## config.mk

```make
export PLATFORM = sky130hd
export DESIGN_NAME = exec_datapath_unit
export DESIGN_NICKNAME = d
export VERILOG_FILES = /design/src/rtl/exec_datapath_unit.sv
export SDC_FILE = /design/constraint.sdc
export NUM_CORES = 1
export LEC_CHECK = 0
export ABC_AREA = 1
export CORE_MARGIN = 2
export CORE_UTILIZATION = 55
export CTS_BUF_LIST = sky130_fd_sc_hd__clkbuf_16
export CTS_CLUSTER_DIAMETER = 30
export DETAILED_ROUTE_END_ITERATION = 8
export PLACE_DENSITY = 0.7
export SETUP_SLACK_MARGIN = 0.3
export SLEW_MARGIN = 20
export SYNTH_ARGS = -nofsm -noshare
export SYNTH_HDL_FRONTEND = slang
export SYNTH_SLANG_ARGS = --single-unit
```

## constraint.sdc

```tcl
create_clock -name clk -period 5.15 [get_ports clk]
set_clock_uncertainty 0.15 [all_clocks]
set_input_delay 0.515 -clock clk [delete_from_list [all_inputs] [get_ports clk]]
set_output_delay 0.515 -clock clk [all_outputs]
set_load 0.05 [all_outputs]
```

## src/rtl/exec_datapath_unit.sv

```systemverilog
// Execution datapath for the 16-bit processor.
// Contains an 8-entry register file, the ALU and a shift-add multiplier that steps once per cycle.
module exec_datapath_unit #(
  parameter int DATA_W  = 16,
  parameter int NREGS   = 8,
  parameter int MUL_CYC = 16
) (
  input  logic              clk,
  input  logic              rst,
  input  logic              issue_valid,
  output logic              issue_ready,
  input  logic [3:0]        opcode,
  input  logic [2:0]        rreg1,
  input  logic [2:0]        rreg2,
  input  logic [2:0]        wreg,
  input  logic [5:0]        imm,
  input  logic              src2_sel,
  input  logic              alu_out_sel,
  input  logic              reg_write,
  output logic              result_valid,
  output logic [DATA_W-1:0] result,
  output logic              zero_flag,
  output logic              branch_taken,
  input  logic [2:0]        dbg_addr,
  output logic [DATA_W-1:0] dbg_data
);

  localparam int CW = $clog2(MUL_CYC);

  typedef enum logic {S_IDLE, S_MUL} state_t;
  typedef enum logic [3:0] {
    OP_ADD = 4'd0, OP_SUB = 4'd1, OP_AND = 4'd2, OP_OR  = 4'd3, OP_XOR = 4'd4,
    OP_SLL = 4'd5, OP_SRL = 4'd6, OP_SLT = 4'd7, OP_MUL = 4'd8, OP_BEQ = 4'd9
  } op_t;

  state_t            state, state_next;
  logic [DATA_W-1:0] regs [NREGS];
  logic [DATA_W-1:0] rd_a, op_b, imm_ext, alu_val, wb_val;
  logic              accept;

  logic [DATA_W-1:0] mul_acc, mul_cand, mul_plier, mul_imm, mul_sum, mul_wb;
  logic [CW-1:0]     mul_cnt;
  logic [2:0]        mul_wreg;
  logic              mul_we, mul_imm_sel, mul_last;

  // R0 is reset to zero and never written, so it always reads zero
  assign rd_a     = regs[rreg1];
  assign imm_ext  = {{(DATA_W-6){imm[5]}}, imm};
  assign op_b     = src2_sel ? imm_ext : regs[rreg2];
  assign dbg_data = regs[dbg_addr];
  assign accept   = issue_valid & issue_ready;

  always_comb begin
    alu_val = '0;
    case (opcode)
      OP_ADD:         alu_val = rd_a + op_b;
      OP_SUB, OP_BEQ: alu_val = rd_a - op_b;
      OP_AND:         alu_val = rd_a & op_b;
      OP_OR:          alu_val = rd_a | op_b;
      OP_XOR:         alu_val = rd_a ^ op_b;
      OP_SLL:         alu_val = rd_a << op_b[3:0];
      OP_SRL:         alu_val = rd_a >> op_b[3:0];
      OP_SLT:         alu_val = {{(DATA_W-1){1'b0}}, $signed(rd_a) < $signed(op_b)};
      default:        alu_val = '0;
    endcase
    wb_val = alu_out_sel ? imm_ext : alu_val;
  end

  assign mul_sum  = mul_plier[0] ? mul_acc + mul_cand : mul_acc;
  assign mul_wb   = mul_imm_sel ? mul_imm : mul_sum;
  assign mul_last = (mul_cnt == CW'(MUL_CYC - 1));

  always_ff @(posedge clk) begin
    if (rst) state <= S_IDLE;
    else     state <= state_next;
  end

  always_comb begin
    state_next  = state;
    issue_ready = 1'b0;
    case (state)
      S_IDLE: begin
        issue_ready = 1'b1;
        if (issue_valid && opcode == OP_MUL) state_next = S_MUL;
      end
      S_MUL:   if (mul_last) state_next = S_IDLE;
      default: state_next = S_IDLE;
    endcase
  end

  always_ff @(posedge clk) begin
    if (rst) begin
      for (int unsigned i = 0; i < NREGS; i++) regs[i] <= '0;
      result_valid <= 1'b0;
      result       <= '0;
      zero_flag    <= 1'b1;
      branch_taken <= 1'b0;
      mul_acc      <= '0;
      mul_cand     <= '0;
      mul_plier    <= '0;
      mul_imm      <= '0;
      mul_cnt      <= '0;
      mul_wreg     <= '0;
      mul_we       <= 1'b0;
      mul_imm_sel  <= 1'b0;
    end else begin
      result_valid <= 1'b0;
      branch_taken <= 1'b0;
      if (accept) begin
        case (opcode)
          OP_MUL: begin
            mul_acc     <= '0;
            mul_cand    <= rd_a;
            mul_plier   <= op_b;
            mul_imm     <= imm_ext;
            mul_cnt     <= '0;
            mul_wreg    <= wreg;
            mul_we      <= reg_write;
            mul_imm_sel <= alu_out_sel;
          end
          OP_BEQ: begin
            result_valid <= 1'b1;
            result       <= alu_val;
            zero_flag    <= (alu_val == '0);
            branch_taken <= (rd_a == op_b);
          end
          OP_ADD, OP_SUB, OP_AND, OP_OR, OP_XOR, OP_SLL, OP_SRL, OP_SLT: begin
            result_valid <= 1'b1;
            result       <= wb_val;
            zero_flag    <= (wb_val == '0);
            if (reg_write && wreg != 3'd0) regs[wreg] <= wb_val;
          end
          default: result_valid <= 1'b1;
        endcase
      end else if (state == S_MUL) begin
        mul_acc   <= mul_sum;
        mul_cand  <= mul_cand << 1;
        mul_plier <= mul_plier >> 1;
        mul_cnt   <= mul_cnt + 1'b1;
        if (mul_last) begin
          result_valid <= 1'b1;
          result       <= mul_wb;
          zero_flag    <= (mul_wb == '0);
          if (mul_we && mul_wreg != 3'd0) regs[mul_wreg] <= mul_wb;
        end
      end
    end
  end

endmodule

```

==> impl_metrics.ini, run 1 <==
[power]
p_comb_frac = 0.248
switchingPower_mw = 2.28
intPower_mw = 4.35
swShare = 0.344
powerDensity_mw_per_mm2 = 334
power.leakage_nw = 8.71
total_power_mw = 6.63
p_clk_frac = 0.465
ir_worst_vdd_mv = 0.294
p_seq_frac = 0.287

[outcome]
status = completed

[die]
initial_core_util = 0.557
dieArea_mm2 = 0.0322
coreArea_mm2 = 0.0304
ios = 64
rows = 64
die_w_um = 180
die_h_um = 180

[worst_setup_path]
cpMostUsedCell = nand2_1
startpoint_type = input port
rrSetupSlack_ns = 0.73
setup.worst_path.start = rreg1[1]
crit_arrival_ns = 4.74
criticalPathCategory = in2reg
worstPathRequired_ns = 5.29
critPathCaptureType = flip-flop
critPathMaxStageDelay_ns = 0.58
worstSetupEndpoint = regs[1][13]
r2r-start = regs[2][2]
crit_slowest_cell = clkdlybuf4s50_1
regToRegEndpoint = regs[1][13]
reg2reg_depth = 25
worstPathMaxFanout = 36

[clocking]
postCtsSetupRepairBufs = 0
clk_latency_ns = 0.57
cts_resized = 0
clk_pin_slew_ns = 0.04
cts_buffer_depth = 3
cts_tree = done
ctsHoldBuffers = 0
clock_sink_count = 211
root_buffer = clkbuf_16
cts_buffers = 49
cts_htree_levels = 2

[sta]
period_needed_ns = 4.60
fin_crit_sh = 0.892
slew_violations = 0
maxSlewHeadroom = 0.312
fin_setup_tns_ns = 0
max_freq_ghz = 0.218
finalSetupViolCount = 0
rsz0062_at_grt = no
worst_pin_slew_ns = 1.03
final-hold-violation-count = 0

[drt]
drtAntennaViolNets = 0
dr_total_vias = 19008
drc = 0
routed_wl_um = 66900
firstDrtPassIters = 6
viasPerCell = 6.25
wl_per_cell_um = 22.0
drt_iter0_markers = 2770

[synth]
yosys_warnings = 0
synth_edf_count = 128
yosys.area.top_type_share = 0.227
synthFlopType = edfxtp_1
yosys.area.top_type = edfxtp_1
synth_area_leaders = edfxtp_1 23%, nand2_1 13%, dfxtp_1 9.8%
synth.distinct_cells = 58
async_reset_ff_frac = 0
ys_seq_area_frac = 0.325
postSynthCellCount = 2521
ys_ff_latch = 211
syn_avg_cell_area_um2 = 6.72
syn_area_mm2 = 0.0170

[place]
numPortBuffers = 63
dp_hpwl_um = 47000
dp_cells = 2948
routabilityCongestion = 1.01

[layout]
syn2layout_area_growth_pct = 17.2
num-fill-cells = 2686
layout-drive-gt1-share = 0.105
final-instance-count-excl-fill = 3040
final_cell_mix = 570 x nand2_1, 288 x nand3_1, 269 x nor2_1
n_antenna_cell = 0
layout.nets = 2706
layout_commonest_cell = nand2_1

[run]
cap_violations = 0

[global_route]
grt_max_degree = 85
grt_usage = 0.403
grt_pass1_wl_um = 102000
antenna_found_initial = 0
grt_overflow = 0
first_global_vias = 17581

[hold_path]
hold_path_class = reg2reg
==> power groups by stage <==
stage                     registers [mW]  logic, mW  clock network, mW
after floorplan                     1.95       1.00                  0
final                               1.90       1.65               3.08
after global placement              1.93       1.58                  0
after CTS                           1.90       1.60               3.09
after detailed placement            1.93       1.58                  0
after global routing                1.91       1.77               3.17
==> metrics by stage <==
stage	util	cell area, um2	setup slack, ns	hold WS [ns]
2_1_floorplan	-	17000	0.758	0.279
3_3_place_gp	0.598	18200	0.0647	0.290
3_5_place_dp	0.598	18200	0.0357	0.298
4_1_cts	0.652	19900	0.603	0.305
5_1_grt	0.653	19900	0.316	0.328
6_report	0.653	19900	0.555	0.305
==> registers in the layout, summed over array words and instances, names as in the netlist <==
register      count
result_valid      1
mul_cand         16
mul_cnt           4
mul_acc          16
mul_imm_sel       1
zero_flag         1
result           16
regs            128
mul_plier        16
state             1
mul_we            1
mul_wreg          3
branch_taken      1
mul_imm           6
==> cell families after synthesis <==
family                   synth area share
other                            0.000221
flip-flops                          0.325
buffers and inverters              0.0976
AND/OR/NAND/NOR                     0.310
adder cells (fa/ha/maj)            0.0567
XOR/XNOR                          0.00672
AO/OA/AOI/OAI                       0.204
==> synthesized netlist by cell type (25+ instances only) <==
cell type	n
nand3_1	288
edfxtp_1	128
clkbuf_1	84
a31oi_1	25
dfxtp_1	83
o21ai_1	25
buf_2	34
ha_1	72
o211ai_1	54
nand2_1	570
o21ai_0	265
inv_1	209
nor2_1	269
a21oi_1	186
==> worst min path at each step <==
stage	from	endpoint	slack, ns	cells after the start
floorplan	mul_imm[1]	mul_imm[1]	0.28	2
global route	mul_we	mul_we	0.33	2
finish	mul_we	mul_we	0.31	2
detailed placement	mul_we	mul_we	0.30	2
CTS	mul_we	mul_we	0.31	2
global placement	mul_imm[1]	mul_imm[1]	0.29	2
==> critical path, delay by kind of cell <==
kind                       cells  cell delay [ns]
AOI/OAI and AO/OA              3             0.70
adders and majority gates      1             0.40
and+or+nand+nor               15             1.67
buffers and inverters          6             1.43
==> per-layer routing <==
| layer | up-vias | global-route usage | wire length [um] |
|---|---|---|---|
| met3 | 192 | 0.0997 | 8200 |
| li1 | 8725 | - | - |
| met2 | 1310 | 0.607 | 28900 |
| met4 | 0 | 0.181 | 2990 |
| met1 | 8781 | 0.547 | 26900 |
| met5 | - | 0 | 0 |
==> layout make-up <==
cell class | instances | area [um2] | area share
Tap cell | 396 | 495 | 0.0249
Multi-Input combinational cell | 1941 | 9860 | 0.496
Clock buffer | 50 | 1250 | 0.0630
Sequential cell | 211 | 5510 | 0.277
Clock inverter | 42 | 402 | 0.0202
Timing Repair Buffer | 168 | 1470 | 0.0742
Inverter | 232 | 878 | 0.0442
Power figures use the tool's default switching activity.
==> inputs of run 2 (changes only) <==
--- a/config.mk
+++ b/config.mk
@@ -6,6 +6,7 @@
 export NUM_CORES = 1
 export LEC_CHECK = 0
 export ABC_AREA = 1
+export ABC_CLOCK_PERIOD_IN_PS = 5150
 export CORE_MARGIN = 2
 export CORE_UTILIZATION = 55
 export CTS_BUF_LIST = sky130_fd_sc_hd__clkbuf_16
==> results of run 2 <==
Final layout, timing and power as in run 1 (identical DEF).
